## src/rtl/putb.sv

```systemverilog
// Bit-run writer: forces a run of Leff bits, from position p downward, to polarity v,
// CHUNK bits per EXEC cycle. Write-side partner of the bit-run counter.
//
// state | meaning
// IDLE  | waiting for start_i; operands captured on acceptance
// EXEC  | writing up to CHUNK bits per cycle, pos/remaining count down
// DONE  | one-cycle done_o pulse, result held on rd_o/cnt_o
module putb #(
    parameter int CHUNK = 8
) (
    input  logic        clk_i,
    input  logic        rst_ni,
    input  logic        start_i,
    input  logic [31:0] rs0_i,
    input  logic [31:0] rs1_i,
    input  logic [31:0] rs2_i,
    output logic [31:0] rd_o,
    output logic [5:0]  cnt_o,
    output logic        busy_o,
    output logic        done_o
);
    typedef enum logic [1:0] {
        IDLE = 2'd0,
        EXEC = 2'd1,
        DONE = 2'd2
    } state_t;

    localparam logic [5:0] CHUNK_W = 6'(CHUNK);

    state_t      state_q, state_d;
    logic [5:0]  pos_q;
    logic [5:0]  rem_q;
    logic        pol_q;

    logic [4:0]  p_in;
    logic [5:0]  len_in;
    logic [5:0]  len_sat;
    logic [5:0]  p_plus1;
    logic [5:0]  leff;
    logic [5:0]  w;
    logic [5:0]  shamt;
    logic [31:0] fill;
    logic [31:0] mask;
    logic [31:0] word_next;
    logic        unused_opnd;

    assign unused_opnd = ^{rs1_i[31:5], rs2_i[31:9], rs2_i[7:6]};

    // Leff = min(L saturated to 32, p+1): the run stops at bit 0, never wraps
    always_comb begin
        p_in    = rs1_i[4:0];
        len_in  = rs2_i[5:0];
        len_sat = (len_in > 6'd32) ? 6'd32 : len_in;
        p_plus1 = {1'b0, p_in} + 6'd1;
        leff    = (len_sat < p_plus1) ? len_sat : p_plus1;
    end

    // pos+1-w never goes negative because remaining <= pos+1 throughout the run
    always_comb begin
        w         = (rem_q < CHUNK_W) ? rem_q : CHUNK_W;
        fill      = (w >= 6'd32) ? 32'hFFFF_FFFF : ((32'd1 << w) - 32'd1);
        shamt     = pos_q + 6'd1 - w;
        mask      = fill << shamt[4:0];
        word_next = pol_q ? (rd_o | mask) : (rd_o & ~mask);
    end

    always_ff @(posedge clk_i or negedge rst_ni) begin
        if (!rst_ni) begin
            state_q <= IDLE;
        end else begin
            state_q <= state_d;
        end
    end

    always_comb begin
        state_d = state_q;
        busy_o  = 1'b0;
        done_o  = 1'b0;
        case (state_q)
            IDLE: begin
                if (start_i) begin
                    state_d = (leff != 6'd0) ? EXEC : DONE;
                end
            end
            EXEC: begin
                busy_o = 1'b1;
                if (rem_q == w) begin
                    state_d = DONE;
                end
            end
            DONE: begin
                busy_o  = 1'b1;
                done_o  = 1'b1;
                state_d = IDLE;
            end
            default: state_d = IDLE;
        endcase
    end

    always_ff @(posedge clk_i or negedge rst_ni) begin
        if (!rst_ni) begin
            rd_o  <= 32'd0;
            cnt_o <= 6'd0;
            pos_q <= 6'd0;
            rem_q <= 6'd0;
            pol_q <= 1'b0;
        end else begin
            case (state_q)
                IDLE: begin
                    if (start_i) begin
                        rd_o  <= rs0_i;
                        cnt_o <= leff;
                        rem_q <= leff;
                        pos_q <= {1'b0, p_in};
                        pol_q <= rs2_i[8];
                    end
                end
                EXEC: begin
                    rd_o  <= word_next;
                    pos_q <= pos_q - w;
                    rem_q <= rem_q - w;
                end
                default: ;
            endcase
        end
    end
endmodule

```

## config.mk

```make
export PLATFORM = sky130hd
export DESIGN_NAME = putb
export DESIGN_NICKNAME = d
export VERILOG_FILES = /design/src/rtl/putb.sv
export SDC_FILE = /design/constraint.sdc
export NUM_CORES = 1
export LEC_CHECK = 0
export CAP_MARGIN = 20
export CORE_MARGIN = 3
export CORE_UTILIZATION = 30
export CTS_CLUSTER_DIAMETER = 150
export DETAILED_ROUTE_END_ITERATION = 8
export GPL_ROUTABILITY_DRIVEN = 0
export SYNTH_ARGS = -nofsm -noshare
export SYNTH_HDL_FRONTEND = slang
export SYNTH_SLANG_ARGS = --single-unit
```

## constraint.sdc

```tcl
create_clock -name clk_i -period 3.7 [get_ports clk_i]
set_clock_uncertainty 0.15 [all_clocks]
set_input_delay 0.555 -clock clk_i [delete_from_list [all_inputs] [get_ports clk_i]]
set_output_delay 0.555 -clock clk_i [all_outputs]
set_load 0.005 [all_outputs]
```

==> metrics.txt, run 1 <==
final hold viol count=0; post-route antenna net violation count=0; number of synthesized flops with an enable pin=0; post-synthesis cell count=583; Setup crit start kind=register; Max Buffers Root-to-Sink=2; Tot GR Track Use=18.7%; sequential share of the synthesized area=28.1%; synth unique cells=69; crit-path max FO=4; core area=14800 um^2; Worst Hold Depth=2; Slew Limit Fails=0; starting density of the core=31.3%; post-layout util=42.3%; Worst-path clk slew=0.07 ns; Yosys top cell by area=dfrtp_1; Max Clock Freq=0.281 GHz; WL per Instance=18.1 um; Placed Area=6000 um^2; relative slew slack=65.3%; Area contributors post-synth=dfrtp_1 (28%), ha_1 (5.4%), mux2i_1 (5.2%), nand2_1 (4.7%), nor2_1 (4.6%); Post-Syn Area=4640 um^2; HP Class=reg2reg; share of cells above drive strength 1=15.9%; Net count, final=815; global-route wire length before repair=25.5 mm; DRC Markers=0; Final Cell Area=6270 um^2; setup violators final=0; endpoint class of the critical path=register; initial antenna violation count=0; Synth warnings=0; standard-cell row count=44; initial detailed-routing violation count=368; Worst EP arrival=3.59 ns; most frequent cells in the layout=clkdlybuf4s50_1 (85), nand2_1 (57), nor2_1 (56), buf_4 (53), dfrtp_1 (52); top-area cell type share of the netlist area=28.1%; run status=finished clean; htree depth=2; Root Buffer Master=clkbuf_16; worst skew pair latency=0.31 ns; Die ar.=17000 um^2; total gr overflow=0; synthesized flop and latch total=52; HPWL after DPL=12.2 mm; TritonCTS Buffers=5; R2R depth=11; Syn Area/Cell=7.95 um^2; # clock sinks=52; post-route minimum period=3.56 ns; num ports=139; largest net degree at the start of global routing=43; Die Span X=130 um; Vias=4969; Layout area overhead=35.2%; WS Path Type=reg2reg; crit share post-route=96.2%; Max Cap Viol=0; antenna cells=0; number of global-route vias before repair=4886; Die H=130 um; most common cell after layout, fill and taps aside=clkdlybuf4s50_1; ys flop type=dfrtp_1; Routed Wire Length=15.9 mm; FFs w/ async S/R, synth=100%; WP data required=3.73 ns; setup TNS=0 ns; syn nets=705; Slew @ Worst Pin=0.517 ns; port bufs=86; CTS tree=done; vias per cell=5.66; drt pass-1 iters=5
stage by stage:
stage	std cells	setup WS, ns	hold slack (ns)
floorplan	583	-0.0316	0.109
global placement	867	-0.0326	0.326
detailed placement	867	-0.0386	0.324
CTS	876	0.0423	0.319
global route	878	-0.00373	0.388
finish	878	0.139	0.346
layout make-up:
cell class / count / area (um^2)
Fill cell: 1489 / 8540
Multi-Input combinational cell: 461 / 3150
Timing Repair Buffer: 144 / 1340
Sequential cell: 52 / 1300
Tap cell: 184 / 230
Clock buffer: 5 / 125
Inverter: 29 / 109
Clock inverter: 3 / 21.3
critical path, stage by stage, from the launching register on:
cell     delay (ns)
dfrtp_1        0.40
or4b_4         0.58
inv_2          0.08
ha_1           0.22
inv_1          0.08
ha_1           0.18
fa_1           0.46
inv_2          0.14
mux4_2         0.56
a22oi_2        0.22
mux2i_1        0.10
a221o_1        0.27
per-layer routing:
layer | up-vias | track usage (%) | part of all wire (%)
met2 | 187 | 29.7 | 46
met5 | - | 0 | 0
met4 | 0 | 4.95 | 1.8
met3 | 25 | 4.13 | 6.6
met1 | 2378 | 25.8 | 45
li1 | 2379 | - | -
path summary, 6_finish.rpt:
kind / start / endpoint / slack [ns]
setup / recovery: rem_q[5] / register / 0.14
hold / removal: pos_q[2] / pos_q[2] / 0.35
setup reg to reg: rem_q[5] / register / 0.14
hold reg to reg: pos_q[2] / pos_q[2] / 0.35
max in group asynchronous: rst_ni / state_q[1] / 2.24
min in group asynchronous: rst_ni / async pin / 0.47
kinds of logic (layout without fill, tap and decap cells):
kind of cell | after synthesis | count (layout) | synth area share, %
xor gates and xnor gates | 10 | 10 | 1.89
adders and majority gates | 23 | 23 | 6.69
DFF | 52 | 52 | 28.1
and+or+nand+nor | 208 | 208 | 21.8
other | 1 | 1 | 0.0809
muxes | 35 | 35 | 8.34
AOI/OAI and AO/OA | 184 | 184 | 27.3
buffers and inverters | 70 | 181 | 5.91
synth_stat cells, drive strengths merged, types with 6 or more instances:
cell type,instances
nand2,58
nor2,57
dfrtp,52
o21ai,40
a21oi,38
clkbuf,36
inv,29
mux2i,24
nand3,21
ha,20
a211oi,18
nor3,17
o22ai,15
a31oi,12
mux2,9
nand2b,9
a221o,7
nor4,7
xor2,7
o211ai,6
o31ai,6
timing repair:
action                                  4_1_cts  5_1_grt
buffers inserted                              1        0
hold buffers                                  0        1
pin swaps                                     1        4
gates cloned                                  0        0
endpoints found under the hold margin         0        6
endpoints found under the setup margin        7       30
resized for setup                             6       13
Power of run 1 is not shown: default switching activity piles up to over one toggle a cycle in this logic, so the estimate is an artifact.
==> run 2: changes to the inputs <==
--- a/config.mk
+++ b/config.mk
@@ -8,8 +8,9 @@
 export CAP_MARGIN = 20
 export CORE_MARGIN = 3
 export CORE_UTILIZATION = 30
-export CTS_CLUSTER_DIAMETER = 150
+export CTS_CLUSTER_DIAMETER = 50
 export DETAILED_ROUTE_END_ITERATION = 8
+export DONT_BUFFER_PORTS = 1
 export GPL_ROUTABILITY_DRIVEN = 0
 export SYNTH_ARGS = -nofsm -noshare
 export SYNTH_HDL_FRONTEND = slang
==> metrics.txt, run 2 (synthesis gave the netlist of run 1 again) <==
run status=finished clean; worst hold start=rs0_i[10]; WS Path Type=reg2reg; Slew @ Worst Pin=1.07 ns; Tot GR Track Use=18.4%; DRC Markers=0; Die Span X=130 um; Slew Limit Fails=0; crit-path max FO=11; htree depth=2; Setup crit start kind=register; initial detailed-routing violation count=501; most frequent cells in the layout=nand2_1 (57), nor2_1 (55), buf_4 (53), dfrtp_1 (52), o21ai_0 (37); Max Clock Freq=0.281 GHz; relative slew slack=28.1%; setup violators final=0; Worst EP arrival=3.62 ns; Fill cells=1469; endpoint class of the critical path=register; global-route wire length before repair=25.0 mm; worst skew pair latency=0.30 ns; CTS tree=done; HPWL after DPL=12.0 mm; HP Class=in2reg; Post-Place Cells=778; TritonCTS Buffers=5; Net count, final=729; Register Area=1300 um^2; Layout area overhead=17.9%; largest net degree at the start of global routing=53; Vias=4821; antenna cells=0; crit share post-route=96.1%; Max Cap Viol=0; Die ar.=17000 um^2; Worst Hold Depth=2; Worst-path clk slew=0.08 ns; Cell Count, Final, Fillers Out=792; post-route minimum period=3.56 ns; total gr overflow=0; num ports=139; share of cells above drive strength 1=18.1%; R2R Setup Slk=0.14 ns; final hold viol count=0; initial antenna violation count=0; port bufs=0; starting density of the core=31.3%; Routed Wire Length=15.9 mm; number of global-route vias before repair=4544; Max Buffers Root-to-Sink=2; WP data required=3.76 ns; area of the multi-input gates=3180 um^2; drt pass-1 iters=6; RR Startpoint=rem_q[4]; Root Buffer Master=clkbuf_16; vias per cell=6.09; standard-cell row count=44; Die H=130 um; RSZ-0062 raised after global routing=yes; # clock sinks=52; WL per Instance=20.1 um; R2R depth=12; post-route antenna net violation count=0; core area=14800 um^2; most common cell after layout, fill and taps aside=nand2_1
## run 2: cell types whose count changed in the layout (fill, tap and decap cells not counted), moves of 2 or more
cell / change
nor2_2: +2
clkdlybuf4s50_1: -85
buf_12: -2
o31ai_2: -2
o31ai_4: +2
## run 2: what timing repair did
item / CTS / global route
setup buffers: 0 / 3
pin swaps: 1 / 2
endpoints found under the setup margin: 15 / 26
hold buffers: 2 / 0
hold endpoints to repair: 52 / 0
gates resized for setup: 10 / 13
## run 2: cell type report
class / instances / share of cell area (%)
multi-input cells: 461 / 58.1
flip-flops and latches: 52 / 23.8
repair buffers: 58 / 8.74
well taps: 184 / 4.21
clock buffers: 5 / 2.29
inverters: 29 / 1.99
clock inverters: 3 / 0.847
## run 2: worst max-delay path, cell delays in order (launching register included)
cell and delay [ns]:
dfrtp_1 0.39, buf_4 0.18, nor4_1 0.40, nand2_1 0.11
ha_1 0.31, buf_4 0.20, or3_4 0.42, a311oi_4 0.39
o31ai_4 0.12, buf_4 0.18, a211oi_4 0.31, a211oi_1 0.12
a211oi_1 0.20
## run 2: how the worst max path moves through the flow
stage	to	from	slack, ns
3_5_place_dp	register	rem_q[5]	-0.13
6_report	register	rem_q[4]	0.14
2_1_floorplan	register	rem_q[4]	-0.03
4_1_cts	register	rem_q[5]	0.05
5_1_grt	register	rem_q[4]	-0.04
3_3_place_gp	register	rem_q[5]	-0.14
## run 2: metal layers
metal  GRT usage, %  vias to the layer above  part of all wire [%]
met1           25.6                     2332                    43
met4           4.58                        0                   2.2
met2           29.1                      244                    47
met3           3.77                       32                   8.1
li1               -                     2213                     -
met5              0                        -                     0
## run 2: through the flow
| step | area [um^2] | setup TNS, ns | util, % | hold slack (ns) | setup slack [ns] |
|---|---|---|---|---|---|
| 6_report | 5470 | 0 | 36.9 | 0.215 | 0.143 |
| 5_1_grt | 5470 | -0.114 | 36.9 | 0.233 | -0.0395 |
| 4_1_cts | 5370 | 0 | 36.3 | 0.215 | 0.0504 |
| 3_5_place_dp | 5110 | -0.269 | 34.5 | 0.111 | -0.132 |
| 3_3_place_gp | 5110 | -0.346 | 34.5 | 0.112 | -0.142 |
| 2_1_floorplan | 4640 | -0.0316 | - | 0.109 | -0.0316 |
Power of run 2 is left out for the same reason.
==> run 3: changes to the inputs <==
--- a/config.mk
+++ b/config.mk
@@ -6,12 +6,14 @@
 export NUM_CORES = 1
 export LEC_CHECK = 0
 export CAP_MARGIN = 20
+export CORE_ASPECT_RATIO = 1.2
 export CORE_MARGIN = 3
 export CORE_UTILIZATION = 30
 export CTS_CLUSTER_DIAMETER = 50
 export DETAILED_ROUTE_END_ITERATION = 8
 export DONT_BUFFER_PORTS = 1
 export GPL_ROUTABILITY_DRIVEN = 0
+export SLEW_MARGIN = 20
 export SYNTH_ARGS = -nofsm -noshare
 export SYNTH_HDL_FRONTEND = slang
 export SYNTH_SLANG_ARGS = --single-unit
==> metrics.txt, run 3 (synthesis gave the netlist of run 1 again) <==
htree depth=2; core area=15100 um^2; Die ar.=17000 um^2; relative slew slack=47.4%; Max Clock Freq=0.281 GHz; post-route minimum period=3.56 ns; run status=finished clean; crit-path max FO=15; R2R depth=13; initial antenna violation count=0; num ports=139; Post-Place Cells=796; Max Buffers Root-to-Sink=2; vias per cell=5.87; Die Span X=119 um; TritonCTS Buffers=5; Worst Hold Depth=2; post-route antenna net violation count=0; Slew Limit Fails=0; setup violators final=0; Root Buffer Master=clkbuf_16; total gr overflow=0; hold slack=0.234 ns; share of cells above drive strength 1=18.3%; Fill cells=1581; DRC Markers=0; starting density of the core=30.7%; WP data required=3.73 ns; worst hold start=rs0_i[10]; most common cell after layout, fill and taps aside=nand2_1; CP peak stage delay=0.38 ns; CTS tree=done; initial detailed-routing violation count=323; HPWL after DPL=11.5 mm; Tot GR Track Use=17.4%; largest net degree at the start of global routing=53; Die H=142 um; Placed Area=5110 um^2; Final Cell Area=5450 um^2; number of global-route vias before repair=4685; # clock sinks=52; standard-cell row count=49; RR Startpoint=rem_q[4]; most frequent cells in the layout=nand2_1 (58), nor2_1 (55), buf_4 (53), dfrtp_1 (52), a21oi_1 (38); WL per Instance=18.8 um; final hold viol count=0; crit share post-route=96.2%; antenna cells=0; Slew @ Worst Pin=0.789 ns; HP Class=in2reg; Worst EP arrival=3.59 ns; port bufs=0; CP Cell Sequence=buf_4 > nor3_4 > nand2_1 > inv_1 > nand2_1 > ha_2 > and4_1 > a211o_1 > a221o_1 > o21ai_1 > o211ai_1 > mux2i_1 > a221o_1; endpoint class of the critical path=register; Vias=4757; R2R Setup Slk=0.14 ns; Setup crit start kind=register; drt pass-1 iters=5; worst skew pair latency=0.30 ns; Routed Wire Length=15.2 mm; Cell Count, Final, Fillers Out=810; Worst-path clk slew=0.07 ns; WS Path Type=reg2reg; Layout area overhead=17.5%; area of the multi-input gates=3170 um^2; global-route wire length before repair=24.3 mm; post-layout util=36.1%; Register Area=1300 um^2; slowest CP cell=dfrtp_1; Max Cap Viol=0; Net count, final=727
==> run 3: cell types whose count changed in the layout (fill, tap and decap cells not counted), sizes merged <==
| cell | change |
|---|---|
| buf | -2 |
| clkbuf | +1 |
| clkinv | -1 |
==> run 3: what timing repair did <==
action | CTS | global route
resized for setup | 8 | 16
buffers inserted | 2 | 2
gates cloned | 0 | 0
endpoints found under the setup margin | 12 | 26
hold endpoints to repair | 52 | 0
hold buffers | 2 | 0
pin swaps | 2 | 2
==> run 3: per-layer routing <==
metal  vias up  global-route usage, %  part of all wire [%]
li1       2216                      -                     -
met1      2282                   22.4                    41
met2       233                   27.9                    47
met3        26                   5.96                   9.8
met4         0                   4.83                   1.4
met5         -                      0                     0
==> run 3: critical path: cells and delay by family (launching register included) <==
kind / cells / cell delay [ns]
flip-flops: 1 / 0.38
AO/OA/AOI/OAI: 5 / 1.53
multiplexers: 1 / 0.17
adder cells (fa/ha/maj): 1 / 0.28
AND/OR/NAND/NOR: 4 / 0.65
buffers and inverters: 2 / 0.27
==> run 3: worst max-delay path by stage <==
stage                     slack (ns)  depth (start not counted)        to      from
after CTS                      0.002                         13  register  rem_q[4]
after detailed placement       -0.04                         13  register  rem_q[5]
after floorplan                -0.03                         13  register  rem_q[4]
after global routing           -0.04                         13  register  rem_q[4]
after global placement         -0.05                         13  register  rem_q[5]
final                           0.14                         13  register  rem_q[4]
==> run 3: metrics by stage <==
| stage | TNS, ns | setup WS [ns] |
|---|---|---|
| 2_1_floorplan | -0.0316 | -0.0316 |
| 3_3_place_gp | -0.0525 | -0.0525 |
| 3_5_place_dp | -0.0827 | -0.0425 |
| 4_1_cts | 0 | 0.00249 |
| 5_1_grt | -0.0361 | -0.0361 |
| 6_report | 0 | 0.139 |
==> run 3: layout make-up <==
| type | instances | area share, % |
|---|---|---|
| flip-flops and latches | 52 | 23.9 |
| inverters | 29 | 2.00 |
| multi-input cells | 461 | 58.2 |
| repair buffers | 56 | 8.20 |
| clock buffers | 6 | 2.37 |
| clock inverters | 2 | 0.712 |
| well taps | 204 | 4.69 |
Power of run 3 is left out for the same reason.
